--- config.mk ---
export PLATFORM = sky130hd
export DESIGN_NAME = uart_pwm_ctrl
export DESIGN_NICKNAME = d
export VERILOG_FILES = /design/src/rtl/uart_pwm_ctrl.sv
export SDC_FILE = /design/constraint.sdc
export NUM_CORES = 1
export LEC_CHECK = 0
export BUFFER_PORTS_ARGS = -buffer_cell sky130_fd_sc_hd__buf_2
export CAP_MARGIN = 20
export CORE_AREA = 2 2 101 103
export CTS_CLUSTER_DIAMETER = 80
export CTS_CLUSTER_SIZE = 12
export DETAILED_ROUTE_END_ITERATION = 7
export DIE_AREA = 0 0 103 105
export GPL_TIMING_DRIVEN = 1
export PLACE_DENSITY = 0.81
export SLEW_MARGIN = 30
export SYNTH_ARGS = -nofsm -noshare
export SYNTH_HDL_FRONTEND = slang
export SYNTH_SLANG_ARGS = --single-unit
--- constraint.sdc ---
create_clock -name clk -period 3.8 [get_ports clk]
set_input_delay 0.57 -clock clk [delete_from_list [all_inputs] [get_ports clk]]
set_output_delay 0.57 -clock clk [all_outputs]
set_load 0.05 [all_outputs]
--- src/rtl/uart_pwm_ctrl.sv ---
// UART receiver feeding a two-byte command parser that programs a CH-channel PWM
// generator; duty updates are double-buffered and swapped only at counter wrap.
module uart_pwm_ctrl #(
  parameter int CLK_HZ = 100_000_000,
  parameter int BAUD   = 9600,
  parameter int CH     = 4,
  parameter int PW     = 8
) (
  input  logic          clk,
  input  logic          reset,
  input  logic          RX,
  output logic [CH-1:0] pwm,
  output logic [1:0]    rate,
  output logic [7:0]    rx_data,
  output logic          rx_valid,
  output logic          frame_err,
  output logic          cmd_ok
);

  localparam int BIT_CYC = (CLK_HZ / BAUD < 4) ? 4 : CLK_HZ / BAUD;
  localparam int CW      = $clog2(BIT_CYC);
  localparam int HALF    = BIT_CYC / 2;

  typedef enum logic [1:0] {RX_IDLE, RX_START, RX_DATA, RX_STOP} rx_state_e;
  typedef enum logic       {P_WAIT_HDR, P_WAIT_DATA} p_state_e;

  logic            rx_s1_q, rx_s2_q, rx_prev_q;
  rx_state_e       rx_state_q;
  logic [CW-1:0]   cyc_q;
  logic [2:0]      bit_q;
  logic [7:0]      shift_q, rx_data_q;
  logic            rx_valid_q, frame_err_q;

  p_state_e              p_state_q;
  logic [2:0]            op_q;
  logic [3:0]            idx_q;
  logic [1:0]            rate_q;
  logic [5:0]            presc_q;
  logic [PW-1:0]         cnt_q;
  logic [CH-1:0][PW-1:0] duty_pend_q, duty_act_q;
  logic [CH-1:0]         pwm_q;
  logic                  cmd_ok_q;

  logic       rx_fall;
  logic       data_byte;
  logic       apply_duty, apply_rate;
  logic [5:0] presc_mask;
  logic       tick, wrap;

  assign rx_fall = rx_prev_q & ~rx_s2_q;

  // Receive path: two-flop synchroniser, then a mid-bit sampling FSM.
  always_ff @(posedge clk or negedge reset) begin
    if (!reset) begin
      rx_s1_q     <= 1'b1;
      rx_s2_q     <= 1'b1;
      rx_prev_q   <= 1'b1;
      rx_state_q  <= RX_IDLE;
      cyc_q       <= '0;
      bit_q       <= '0;
      shift_q     <= '0;
      rx_data_q   <= '0;
      rx_valid_q  <= 1'b0;
      frame_err_q <= 1'b0;
    end else begin
      // NOTE: non-blocking everywhere in clocked blocks so every flop sees pre-edge values.
      rx_s1_q     <= RX;
      rx_s2_q     <= rx_s1_q;
      rx_prev_q   <= rx_s2_q;
      rx_valid_q  <= 1'b0;
      frame_err_q <= 1'b0;
      case (rx_state_q)
        RX_IDLE: begin
          if (rx_fall) begin
            cyc_q      <= '0;
            rx_state_q <= RX_START;
          end
        end
        RX_START: begin
          if (cyc_q == CW'(HALF - 1)) begin
            cyc_q      <= '0;
            bit_q      <= '0;
            rx_state_q <= rx_s2_q ? RX_IDLE : RX_DATA;
          end else begin
            cyc_q <= cyc_q + 1'b1;
          end
        end
        RX_DATA: begin
          if (cyc_q == CW'(BIT_CYC - 1)) begin
            cyc_q   <= '0;
            shift_q <= {rx_s2_q, shift_q[7:1]};
            if (bit_q == 3'd7) rx_state_q <= RX_STOP;
            else               bit_q      <= bit_q + 1'b1;
          end else begin
            cyc_q <= cyc_q + 1'b1;
          end
        end
        RX_STOP: begin
          if (cyc_q == CW'(BIT_CYC - 1)) begin
            cyc_q      <= '0;
            rx_state_q <= RX_IDLE;
            if (rx_s2_q) begin
              rx_data_q  <= shift_q;
              rx_valid_q <= 1'b1;
            end else begin
              frame_err_q <= 1'b1;
            end
          end else begin
            cyc_q <= cyc_q + 1'b1;
          end
        end
        default: rx_state_q <= RX_IDLE;
      endcase
    end
  end

  always_comb begin
    // NOTE: every comb output gets a default first so no path can infer a latch.
    presc_mask = 6'd0;
    case (rate_q)
      2'd0: presc_mask = 6'd0;
      2'd1: presc_mask = 6'd3;
      2'd2: presc_mask = 6'd15;
      2'd3: presc_mask = 6'd63;
      default: presc_mask = 6'd0;
    endcase
  end

  assign data_byte  = rx_valid_q && (p_state_q == P_WAIT_DATA);
  assign apply_duty = data_byte && (op_q == 3'd0) && (int'(idx_q) < CH);
  assign apply_rate = data_byte && (op_q == 3'd1);
  assign tick       = (presc_q & presc_mask) == presc_mask;
  assign wrap       = tick && (cnt_q == '1);

  // Command parser, prescaler and PWM datapath.
  always_ff @(posedge clk or negedge reset) begin
    if (!reset) begin
      p_state_q   <= P_WAIT_HDR;
      op_q        <= '0;
      idx_q       <= '0;
      rate_q      <= '0;
      presc_q     <= '0;
      cnt_q       <= '0;
      duty_pend_q <= '0;
      duty_act_q  <= '0;
      pwm_q       <= '0;
      cmd_ok_q    <= 1'b0;
    end else begin
      cmd_ok_q <= 1'b0;
      if (frame_err_q) begin
        p_state_q <= P_WAIT_HDR;
      end else if (rx_valid_q) begin
        if (p_state_q == P_WAIT_HDR) begin
          if (rx_data_q[7]) begin
            op_q      <= rx_data_q[6:4];
            idx_q     <= rx_data_q[3:0];
            p_state_q <= P_WAIT_DATA;
          end
        end else begin
          p_state_q <= P_WAIT_HDR;
        end
      end

      if (apply_duty) begin
        for (int i = 0; i < CH; i++)
          if (idx_q == 4'(i)) duty_pend_q[i] <= PW'(rx_data_q);
        cmd_ok_q <= 1'b1;
      end
      if (apply_rate) begin
        rate_q   <= rx_data_q[1:0];
        cmd_ok_q <= 1'b1;
      end

      if (apply_rate && (rx_data_q[1:0] != rate_q)) presc_q <= '0;
      else                                         presc_q <= presc_q + 1'b1;

      if (tick) cnt_q <= cnt_q + 1'b1;
      // Swap takes the pre-edge pending value, so a same-cycle write waits a period.
      if (wrap) duty_act_q <= duty_pend_q;

      for (int i = 0; i < CH; i++)
        pwm_q[i] <= (cnt_q < duty_act_q[i]);
    end
  end

  assign pwm       = pwm_q;
  assign rate      = rate_q;
  assign rx_data   = rx_data_q;
  assign rx_valid  = rx_valid_q;
  assign frame_err = frame_err_q;
  assign cmd_ok    = cmd_ok_q;

endmodule

-- Word level (Yosys, flattened, before mapping)
Cells that the tools add are included.
- bits in registers: 133
- input bits: 3
- word-level logic and storage cells: 113
- bitwise gates (word level): 5
- add/subtract/negate cells: 4
- reductions and logical operators: 22
- magnitude comparators: 5
- muxes and demuxes: 29
- equal/unequal tests: 22
- operators with widths (kind ; number):
    14-bit 2-to-1 mux ; 3
    14-bit one-hot mux with 3 select lines ; 1
    8-bit < comparator ; 4
    6-bit one-hot mux with 4 select lines ; 1
    14-bit by 1-bit adder with 14-bit output, second input constant ; 1
    14-bit by 13-bit equality test with 1-bit output, second input constant ; 1
    14-bit equality test, second input constant ; 1
    1-bit 2-to-1 mux ; 12
    2-bit 2-to-1 mux ; 6
    2-bit != test, second input constant ; 6
    2-bit AND reduction ; 5
    3-bit 2-to-1 mux ; 3
    8-bit by 1-bit adder with 8-bit output, second input constant ; 1
    2-bit equality test, second input constant ; 4
    4-bit by 2-bit equality test with 1-bit output, second input constant ; 2
    8-bit equality test, second input constant ; 1
    2-bit one-hot mux with 4 select lines ; 1
    4-bit AND reduction ; 2
    6-bit by 1-bit adder with 6-bit output, second input constant ; 1
    6-bit bitwise AND ; 1
    6-bit equality test ; 1
    1-bit logical AND ; 6
    6-bit 2-to-1 mux ; 1
    3-bit one-hot mux with 2 select lines ; 1
    16 further kinds ; 21

-- Logic depth before layout (Yosys ltp)
- depth in word-level cells: 5
- depth in mapped cells: 8
- gate-level depth less buffers: 6

-- Worst setup path after synthesis
Ideal clock, no wire load.
- path kind: register -> register
- from: register rx_valid_q (netlist: rx_valid)
- to: register duty_pend_q[0] (netlist name)
- cell stages (with the launch flop): 7
- buffers on the path: 1
- clock period less this slack: 2.105 ns
- arrival time: 1.980 ns
- setup time: 0.125 ns
- slack: 1.695 ns
- path through: dfrtp_1 -> nand2_1 -> nor3_1 -> and3b_1 -> clkbuf_1 -> nor3b_4 -> mux2_2
- cells in the longest elaborated chain, start to end: 4
- RTL lines (item ; RTL line ; source):
    start: declaration ; 32 ; logic rx_valid_q, frame_err_q;
    start signal: assignment ; 63 ; rx_valid_q <= 1'b0;
    start signal: assignment ; 70 ; rx_valid_q <= 1'b0;
    start signal: assignment ; 104 ; rx_valid_q <= 1'b1;
    1-bit logical AND ; 129 ; assign data_byte = rx_valid_q && (p_state_q == P_WAIT_DATA);
    1-bit logical AND (2 in series) ; 130 ; assign apply_duty = data_byte && (op_q == 3'd0) && (int'(idx_q) < CH);
    2-bit AND reduction (no source line) ; -- ;
    end signal: indexed assignment ; 166 ; if (idx_q == 4'(i)) duty_pend_q[i] <= PW'(rx_data_q);
    end: declaration ; 40 ; logic [CH-1:0][PW-1:0] duty_pend_q, duty_act_q;
Every way passes these cells.
A chain may end at the register's enable or synchronous reset.

-- Worst setup path in the final report
- from: register cyc_q[0]
- to: register shift_q[3]
- cells in the longest elaborated chain, start to end: 2
- RTL lines (item ; RTL line ; source):
    start: declaration ; 29 ; logic [CW-1:0] cyc_q;
    start signal: assignment ; 85 ; cyc_q <= cyc_q + 1'b1;
    start signal: assignment ; 95 ; cyc_q <= cyc_q + 1'b1;
    start signal: assignment ; 109 ; cyc_q <= cyc_q + 1'b1;
    14-bit equality test ; 89 ; if (cyc_q == CW'(BIT_CYC - 1)) begin
    2-bit AND reduction (no source line) ; -- ;
    end signal: assignment ; 91 ; shift_q <= {rx_s2_q, shift_q[7:1]};
    end: declaration ; 31 ; logic [7:0] shift_q, rx_data_q;
Every way passes these cells.

==> metrics.txt <==
status complete, no violations; drt pass-1 iters 5; Nets 556; CORE AREA 0.009639 sq mm; Layout Skew 10.53 ps; Fmax 399.0 MHz; clock sink total 133; vias per inst 5.710; Util after Layout 72.53%; IO Count 20; Net Count, Synth 526; Distinct cells, synth 49; total grt overflow 0; Yosys reg bits 133; Worst path slowest cell nor2b_1; P_sw 780.1 uW; GRT Total Usage 23.74%; Switching Fraction 23.80%; Comb pwr share 6.1%; pin count of the biggest net entering global routing 54; Clock Path Buffers 2; clk_lat worst skew 510 ps; Synth Cell Area 0.006162 sq mm; clk slew on worst S/H paths 60 ps; Final Hold Fails 0; kind of critical path flop to flop; crit share post-route 65.95%; met2 WL 6044 um; CP arrival 2900 ps; Buf/Inv on CP 0; sequential share of power 45.2%; pwr dens 468.8 mW/mm^2; Worst Path Max Fanout 8; Max Cap Viol 0; max_slew headroom 40.77%; worst vdd ir 418.9 uV; Seq/Total Area, Yosys 54.07%; Die X 103 um; asr flop ratio synth 100.0%; routed wire length 11480 um; initial DRC count 147; Leakage 0.003355 uW; Initial Util 63.93%; fin crit period 2506 ps; Req. time, crit path 4190 ps; Worst path max stage delay 570 ps; DR WL/cell 17.26 um; number of enable flip-flop cells after synthesis 0; antenna diode count 0; Post-CTS Setup Bufs 0; first-pass GRT wire length 19810 um; Worst setup SP type flop; hold_buf cts 0; delay-heaviest family, CP simple AND/OR/NAND/NOR gates; die height 105 um; Slew @ Worst Pin 888.5 ps; vias in the first global route 3971; cts repair resizes 0; Inserted Clock Buffers 17; Main synth FF type dfrtp_1; vias 3797; max-slew violations 0; commonest non-fill, non-tap cells in the layout dfrtp_1, mux2_2, inv_1; post-DP HPWL 7501 um; share of cells above drive strength 1 29.89%; initial antenna violation count 0; Hold Crit Class primary input to asynchronous set/reset pin; DRC Markers 0; CTS Root Cell clkbuf_8; CTS tree done; setup total negative slack 0 ps; final setup violation count 0; GPL Wtd Cong 0.8740; CP Launch Point cyc_q[0]$_DFFE_PN0P_; critical path, cell by cell ha_1 -> and3_1 -> and4_1 -> and2_1 -> nor2b_1 -> mux2_2; Cell Int Power 2498 uW; antenna viol nets, final 0; Yosys Warn Count 0; die area 0.01082 sq mm; PortBufs 19; most common cell after layout, fill and taps aside dfrtp_1; Clk pwr share 48.7%; Rows 36; Worst R2R Start cyc_q[0]$_DFFE_PN0P_; wl on met1 5058 um; uppermost routed layer met4; Syn Area/Cell 12.60 sq um; # H-tree levels 4; Synth Instances 489; critical path endpoint category flop; unrepaired setup endpoints after global routing no; met3 wire length 303 um; Layout area overhead 13.46%; Power, Total 3278 uW
==> cells in the mapped netlist (all sizes together), types with 7 or more instances <==
library cell / count / area share [%]
nand2: 24 / 1.5
nand3: 12 / 0.97
o21ai: 12 / 0.97
a21oi: 15 / 1.2
nor2: 19 / 1.2
inv: 38 / 2.3
mux2: 92 / 17
xnor2: 9 / 1.3
a22o: 10 / 1.4
xor2: 7 / 0.99
dfrtp: 130 / 53
buf: 9 / 0.95
ha: 34 / 6.9
==> layout make-up <==
type	instances	area, sq um
clock buffer	20	445.4
clock inverter	12	145.1
fill	650	2648
inverter	38	142.6
multi-input combinational	305	2625
sequential	133	3332
tap	133	166.4
timing repair buffer	24	135.1
==> final timing paths <==
check                                             end  slack, ps  cells past startpoint
max                            shift_q[3]$_DFFE_PN0P_       1290                      6
min                        duty_act_q[24]$_DFFE_PN0P_        100                      1
max reg2reg                    shift_q[3]$_DFFE_PN0P_       1290                      6
min reg2reg                         rx_s2_q$_DFF_PN1_        360                      0
max in group asynchronous         rx_prev_q$_DFF_PN1_       2820                      2
min in group clk                    rx_s1_q$_DFF_PN1_        150                      1
==> registers in the layout (all words and copies together), names as in the netlist, 4 cells and up, named ones only <==
name	cells
shift_q	8
idx_q	4
presc_q	6
cyc_q	14
cnt_q	8
duty_act_q	32
rx_data	8
duty_pend_q	32
pwm	4
==> metal layers <==
layer / up-vias / GRT usage, %
met4: 0 / 6.391
met5: - / 0
met3: 9 / 6.154
met1: 1942 / 31.33
met2: 50 / 38.87
li1: 1796 / -
==> power groups by stage <==
stage               clock network, uW  registers (uW)  logic (uW)
CTS                              1620            1480         203
global route                     1690            1490         229
floorplan                           0            1490         166
finish                           1600            1480         200
global placement                    0            1500         193
detailed placement                  0            1510         201
==> stage by stage <==
| step | hold WS, ps | std cells | instance area (sq um) | setup WS, ps |
|---|---|---|---|---|
| floorplan | 274.4 | 489 | 6162 | 1695 |
| global placement | 347.6 | 633 | 6396 | 1444 |
| detailed placement | 347.3 | 633 | 6396 | 1306 |
| CTS | 104.5 | 665 | 6987 | 1290 |
| global route | 128.8 | 665 | 6992 | 1100 |
| finish | 97.19 | 665 | 6992 | 1294 |
==> logic make-up after synthesis <==
group	Yosys count	share of synthesized area, %
xor gates and xnor gates	16	2.274
AOI/OAI and AO/OA	60	6.640
and+or+nand+nor	99	9.138
muxes	96	17.46
adders and majority gates	34	6.904
DFF	133	54.07
buffers and inverters	51	3.513
(Power assumes the default switching activity.)
